[config.mk]
export PLATFORM = sky130hd
export DESIGN_NAME = prog_counter
export DESIGN_NICKNAME = d
export VERILOG_FILES = /design/src/rtl/prog_counter.sv
export SDC_FILE = /design/constraint.sdc
export NUM_CORES = 1
export LEC_CHECK = 0
export CORE_UTILIZATION = 46
export CTS_CLUSTER_SIZE = 24
export DETAILED_ROUTE_END_ITERATION = 6
export HOLD_SLACK_MARGIN = 0.08
export PLACE_DENSITY = 0.65
export SKIP_LAST_GASP = 1
export SLEW_MARGIN = 10
export SYNTH_ARGS = -nofsm -noshare
export SYNTH_HDL_FRONTEND = slang
export SYNTH_SLANG_ARGS = --single-unit
[constraint.sdc]
create_clock -name clk -period 3.3 [get_ports clk]
set_input_delay 0.66 -clock clk [delete_from_list [all_inputs] [get_ports clk]]
set_output_delay 0.66 -clock clk [all_outputs]
set_load 0.02 [all_outputs]
[src/rtl/prog_counter.sv]
// -----------------------------------------------------------------------------
// prog_counter
//
// Program-counter and hardware call-stack stage. Holds the address of the
// current instruction, advances it on every enabled cycle and applies the
// jump / call / ret / skip requests coming from decode. Call and ret use an
// internal LIFO of return addresses. A stack overflow or underflow moves the
// block into a sticky HALT state that freezes pc, sp, the stack and fault
// until reset.
//
// Ports
//   clk          in   rising-edge clock
//   rst_n        in   synchronous active-low reset
//   en           in   advance enable; 0 stalls the stage (requests dropped)
//   jump         in   absolute jump to target
//   call         in   push pc+1, then jump to target
//   ret          in   pop return address into pc
//   skip         in   skip next instruction (pc += 2)
//   target       in   jump/call destination [PC_WIDTH]
//   pc           out  current instruction address (registered)
//   sp           out  number of valid stack entries [SP_WIDTH]
//   stack_full   out  sp == STACK_DEPTH
//   stack_empty  out  sp == 0
//   halted       out  block is in HALT
//   fault        out  0 none, 1 overflow, 2 underflow (3 never driven)
//
// Request priority when running and enabled: ret > call > jump > skip >
// sequential. All outputs come from registers or decode of registers only.
// -----------------------------------------------------------------------------
module prog_counter #(
    parameter int PC_WIDTH    = 10,
    parameter int STACK_DEPTH = 8,
    parameter int SP_WIDTH    = $clog2(STACK_DEPTH + 1)
) (
    input  logic                clk,
    input  logic                rst_n,
    input  logic                en,
    input  logic                jump,
    input  logic                call,
    input  logic                ret,
    input  logic                skip,
    input  logic [PC_WIDTH-1:0] target,
    output logic [PC_WIDTH-1:0] pc,
    output logic [SP_WIDTH-1:0] sp,
    output logic                stack_full,
    output logic                stack_empty,
    output logic                halted,
    output logic [1:0]          fault
);

    // Index width for the return-address array; sp itself needs one extra
    // code to represent "full", the array index never does.
    localparam int IDX_W = $clog2(STACK_DEPTH);

    localparam logic [1:0] FAULT_NONE  = 2'd0;
    localparam logic [1:0] FAULT_OVER  = 2'd1;
    localparam logic [1:0] FAULT_UNDER = 2'd2;

    typedef enum logic {
        RUN  = 1'b0,
        HALT = 1'b1
    } state_t;

    state_t state;
    state_t state_next;

    logic [PC_WIDTH-1:0] stack [STACK_DEPTH];

    logic                active;
    logic [PC_WIDTH-1:0] seq_pc;
    logic [PC_WIDTH-1:0] skip_pc;
    logic [IDX_W-1:0]    top_idx;
    logic [IDX_W-1:0]    push_idx;

    logic [PC_WIDTH-1:0] pc_next;
    logic [SP_WIDTH-1:0] sp_next;
    logic [1:0]          fault_next;
    logic                push;

    assign stack_full  = (sp == SP_WIDTH'(STACK_DEPTH));
    assign stack_empty = (sp == '0);

    // An operation is only ever taken while running and enabled.
    assign active  = (state == RUN) && en;

    // Address arithmetic wraps naturally at PC_WIDTH bits.
    assign seq_pc  = pc + PC_WIDTH'(1);
    assign skip_pc = pc + PC_WIDTH'(2);

    // top_idx is only used when the stack is non-empty and push_idx only
    // when it is non-full, so both always fit the array index range.
    assign top_idx  = IDX_W'(sp - SP_WIDTH'(1));
    assign push_idx = IDX_W'(sp);

    // ---------------- FSM: state register ----------------
    always_ff @(posedge clk) begin
        if (!rst_n) begin
            state <= RUN;
        end else begin
            state <= state_next;
        end
    end

    // ---------------- FSM: next-state logic ----------------
    always_comb begin
        state_next = state;
        if (active) begin
            if (ret) begin
                if (stack_empty) begin
                    state_next = HALT;
                end
            end else if (call && stack_full) begin
                state_next = HALT;
            end
        end
    end

    // ---------------- FSM: output decode ----------------
    always_comb begin
        halted = (state == HALT);
    end

    // ---------------- Datapath next values ----------------
    always_comb begin
        pc_next    = pc;
        sp_next    = sp;
        fault_next = fault;
        push       = 1'b0;
        if (active) begin
            if (ret) begin
                if (stack_empty) begin
                    fault_next = FAULT_UNDER;
                end else begin
                    pc_next = stack[top_idx];
                    sp_next = sp - SP_WIDTH'(1);
                end
            end else if (call) begin
                if (stack_full) begin
                    fault_next = FAULT_OVER;
                end else begin
                    push    = 1'b1;
                    pc_next = target;
                    sp_next = sp + SP_WIDTH'(1);
                end
            end else if (jump) begin
                pc_next = target;
            end else if (skip) begin
                pc_next = skip_pc;
            end else begin
                pc_next = seq_pc;
            end
        end
    end

    // ---------------- Control registers ----------------
    always_ff @(posedge clk) begin
        if (!rst_n) begin
            pc    <= '0;
            sp    <= '0;
            fault <= FAULT_NONE;
        end else begin
            pc    <= pc_next;
            sp    <= sp_next;
            fault <= fault_next;
        end
    end

    // Return-address storage carries no reset: entries at or above sp are
    // never read, and reset clears sp.
    always_ff @(posedge clk) begin
        if (push) begin
            stack[push_idx] <= seq_pc;
        end
    end

endmodule

==> summary.md <==
- final-stage net count: 371
- outcome: finished, final reports clean
- setup repair after global routing missed its margin: no
- Core Util, Final: 0.555
- Yosys reg bits: 97
- WP data arrival: 2220 ps
- # DRC: 0
- syn_nets: 327
- detailed-routing iteration count for the pre-antenna-repair pass: 4
- CTS sink count: 97
- fill cell instance count of the final layout: 795
- count of flip-flops with a built-in enable after synthesis: 80
- crit share post-route: 0.872
- average wire per standard cell: 20.5 um
- die boundary height: 100 um
- all-layer global routing usage: 0.218
- post-synthesis sequential area ratio: 0.616
- Worst Setup Path Type: reg2out
- critical path fanouts, max: 9
- Avg Synthesized Cell Area: 14.6 um^2
- horizontal die dimension: 100 um
- overflow left after global routing: 0
- source-to-sink clock delay at the later pin of the worst-skew pair: 360 ps
- area of the mapped netlist: 4460 um^2
- largest net degree at the start of global routing: 28
- CTS clock-pin slew for the worst setup and hold paths: 90 ps
- clk_skew: 12.8 ps
- Ant. Diodes: 0
- post-layout min period: 2880 ps
- worst voltage drop across the vdd grid: 0.213 mV
- most used flip-flop cell after synthesis: sky130_fd_sc_hd__edfxtp_1
- slew margin rel.: 0.489
- wire length of the first global-routing pass: 15600 um
- DP Wirelength: 6690 um
- Tightest Hold Check Type: reg2reg
- Detailed Route WL: 9920 um
- core area: 9330 um^2
- cts bufs inserted: 9
- Worst Tran Pin Value: 767 ps
- number of antenna violations at the first check in global routing: 0
- number of vias after detailed routing: 2691
- final setup violation count: 0
- level count of the clock H-tree: 3
- Critical Path RT: 2640 ps
- die area: 10100 um^2
- cts hold-fix bufs: 0
- worst setup timing slack at the placement stage: 639 ps
- RD Place Congestion: 0.873
- quantity of I/O buffers inserted on ports: 35
- number of global-route vias before repair: 2717
- number of max-cap violations: 0
- leakage power of the design: 1.74 nW
- PD cells: 582 nW/um^2
- setup tns final: 0 ps
- Post-CTS Setup Inserts: 0
- Achievable Freq: 347 MHz
- warnings from Yosys: 0
- Root Buffer Master: sky130_fd_sc_hd__clkbuf_8
- synth-to-layout area growth: 16.3%
- cells after synthesis: 306
- io pins: 36
- quantity of gates resized following cts: 0
- number of pins with negative max-slew slack in the final report: 0
- starting density of the core: 0.478
- critical path launch point type: register
- CTS tree: yes
- final-report hold violation count: 0
- buffer levels on the longest clock path: 2
- Synth cell types: 50
- total number of placement rows: 35
- proportion of layout cells with a drive suffix above 1: 0.184
- endpoint kind of the worst setup timing path: primary output
- 1st-iter DRT viols: 108
- async set-reset flop share out of synthesis: 0
- Worst Slack Setup Final: 421 ps
- DRT antenna net count: 0
- number of vias per cell: 5.57
-- power breakdown --
group	switching [mW]	total, mW	internal, mW
logic	0.399	0.761	0.362
clock network	0.421	0.778	0.357
registers	0.0667	1.47	1.41
-- worst max-delay path: stages, from the launching register on --
cell                              delay (ps)
sky130_fd_sc_hd__dfxtp_1                 410
sky130_fd_sc_hd__inv_1                   110
sky130_fd_sc_hd__ha_1                    290
sky130_fd_sc_hd__nor2b_4                 280
sky130_fd_sc_hd__nand2_4                  80
sky130_fd_sc_hd__inv_2                    90
sky130_fd_sc_hd__clkdlybuf4s50_1         600
-- synthesized netlist by cell type (all sizes together) (6+ instances only) --
cell	n	area, um^2
edfxtp	80	2400
nor2	28	105
mux4	20	458
nand2	20	85.1
dfxtp	17	340
o21ai	13	68.8
buf	12	91.3
xor2	12	124
mux2i	9	90.1
nand3	9	45.0
a21oi	8	40.0
inv	8	30.0
nor3	8	40.0
nor2b	6	52.6
-- per-stage QoR --
stage                     power, mW  hold WS (ps)  instance area (um^2)  cells
final                          3.01           508                  5180    483
after CTS                      3.03           519                  5180    483
after detailed placement       2.27           497                  4980    468
after global routing           3.15           531                  5180    483
after global placement         2.26           482                  4980    468
after floorplan                2.03           583                  4460    306
-- placed cells by master (no fill, tap or decap), types with 3 or more instances in the layout --
cell and count:
sky130_fd_sc_hd__inv_1 7, sky130_fd_sc_hd__nor3_1 8, sky130_fd_sc_hd__edfxtp_1 80, sky130_fd_sc_hd__ha_1 4, sky130_fd_sc_hd__a31oi_1 3, sky130_fd_sc_hd__nand2_1 18, sky130_fd_sc_hd__o21ai_1 5, sky130_fd_sc_hd__buf_4 14
sky130_fd_sc_hd__mux2_2 4, sky130_fd_sc_hd__nor2_1 28, sky130_fd_sc_hd__xnor2_1 4, sky130_fd_sc_hd__nor2b_1 4, sky130_fd_sc_hd__nand2b_1 4, sky130_fd_sc_hd__nand3_1 9, sky130_fd_sc_hd__mux2i_1 9, sky130_fd_sc_hd__a21oi_1 8
sky130_fd_sc_hd__o31ai_1 4, sky130_fd_sc_hd__clkbuf_8 9, sky130_fd_sc_hd__mux4_2 18, sky130_fd_sc_hd__dfxtp_1 17, sky130_fd_sc_hd__clkdlybuf4s50_1 35, sky130_fd_sc_hd__o21ai_0 7, sky130_fd_sc_hd__a211oi_1 3, sky130_fd_sc_hd__xor2_1 11
sky130_fd_sc_hd__nand4_1 4
-- worst paths after layout --
path | start | depth (start not counted) | endpoint | slack [ps]
worst max-delay path | sp[1]$_SDFFE_PN0P_ | 6 | stack_full | 420
worst min-delay path | fault[1]$_SDFFE_PN0P_ | 2 | fault[1]$_SDFFE_PN0P_ | 510
worst max register to register | sp[1]$_SDFFE_PN0P_ | 7 | pc[8]$_SDFFE_PN0P_ | 760
worst min register to register | fault[1]$_SDFFE_PN0P_ | 2 | fault[1]$_SDFFE_PN0P_ | 510
-- cell type report --
type                            count  area, um^2  share of cell area
Clock inverter                      6        73.8              0.0143
Timing Repair Buffer               50         475              0.0918
Tap cell                          129         161              0.0312
Clock buffer                        9         124              0.0239
Inverter                            8        30.0             0.00580
Sequential cell                    97        2740               0.529
Multi-Input combinational cell    184        1570               0.304
-- registers in the layout (all words and copies together) (netlist names) --
name and flops:
pc 10, halted 1, stack 80, sp 4, fault 2
-- cells by family (layout without fill, tap and decap cells) --
logic type,Yosys count,count (layout),synth area share
flops,97,97,0.616
simple gates,85,85,0.0944
compound gates,45,45,0.0761
mux,34,34,0.136
buf+inv,25,73,0.0315
xor+xnor,16,16,0.0357
fa+ha+maj,4,4,0.0112
-- routing by layer --
layer	vias to the layer above	part of all wire	track usage	routed length (um)
li1	1257	-	-	-
met1	1321	0.42	0.284	4190
met2	92	0.47	0.345	4670
met3	21	0.070	0.0446	698
met4	0	0.037	0.118	362
met5	-	0	0	0
Note: power is estimated with default switching activity, not from simulation.
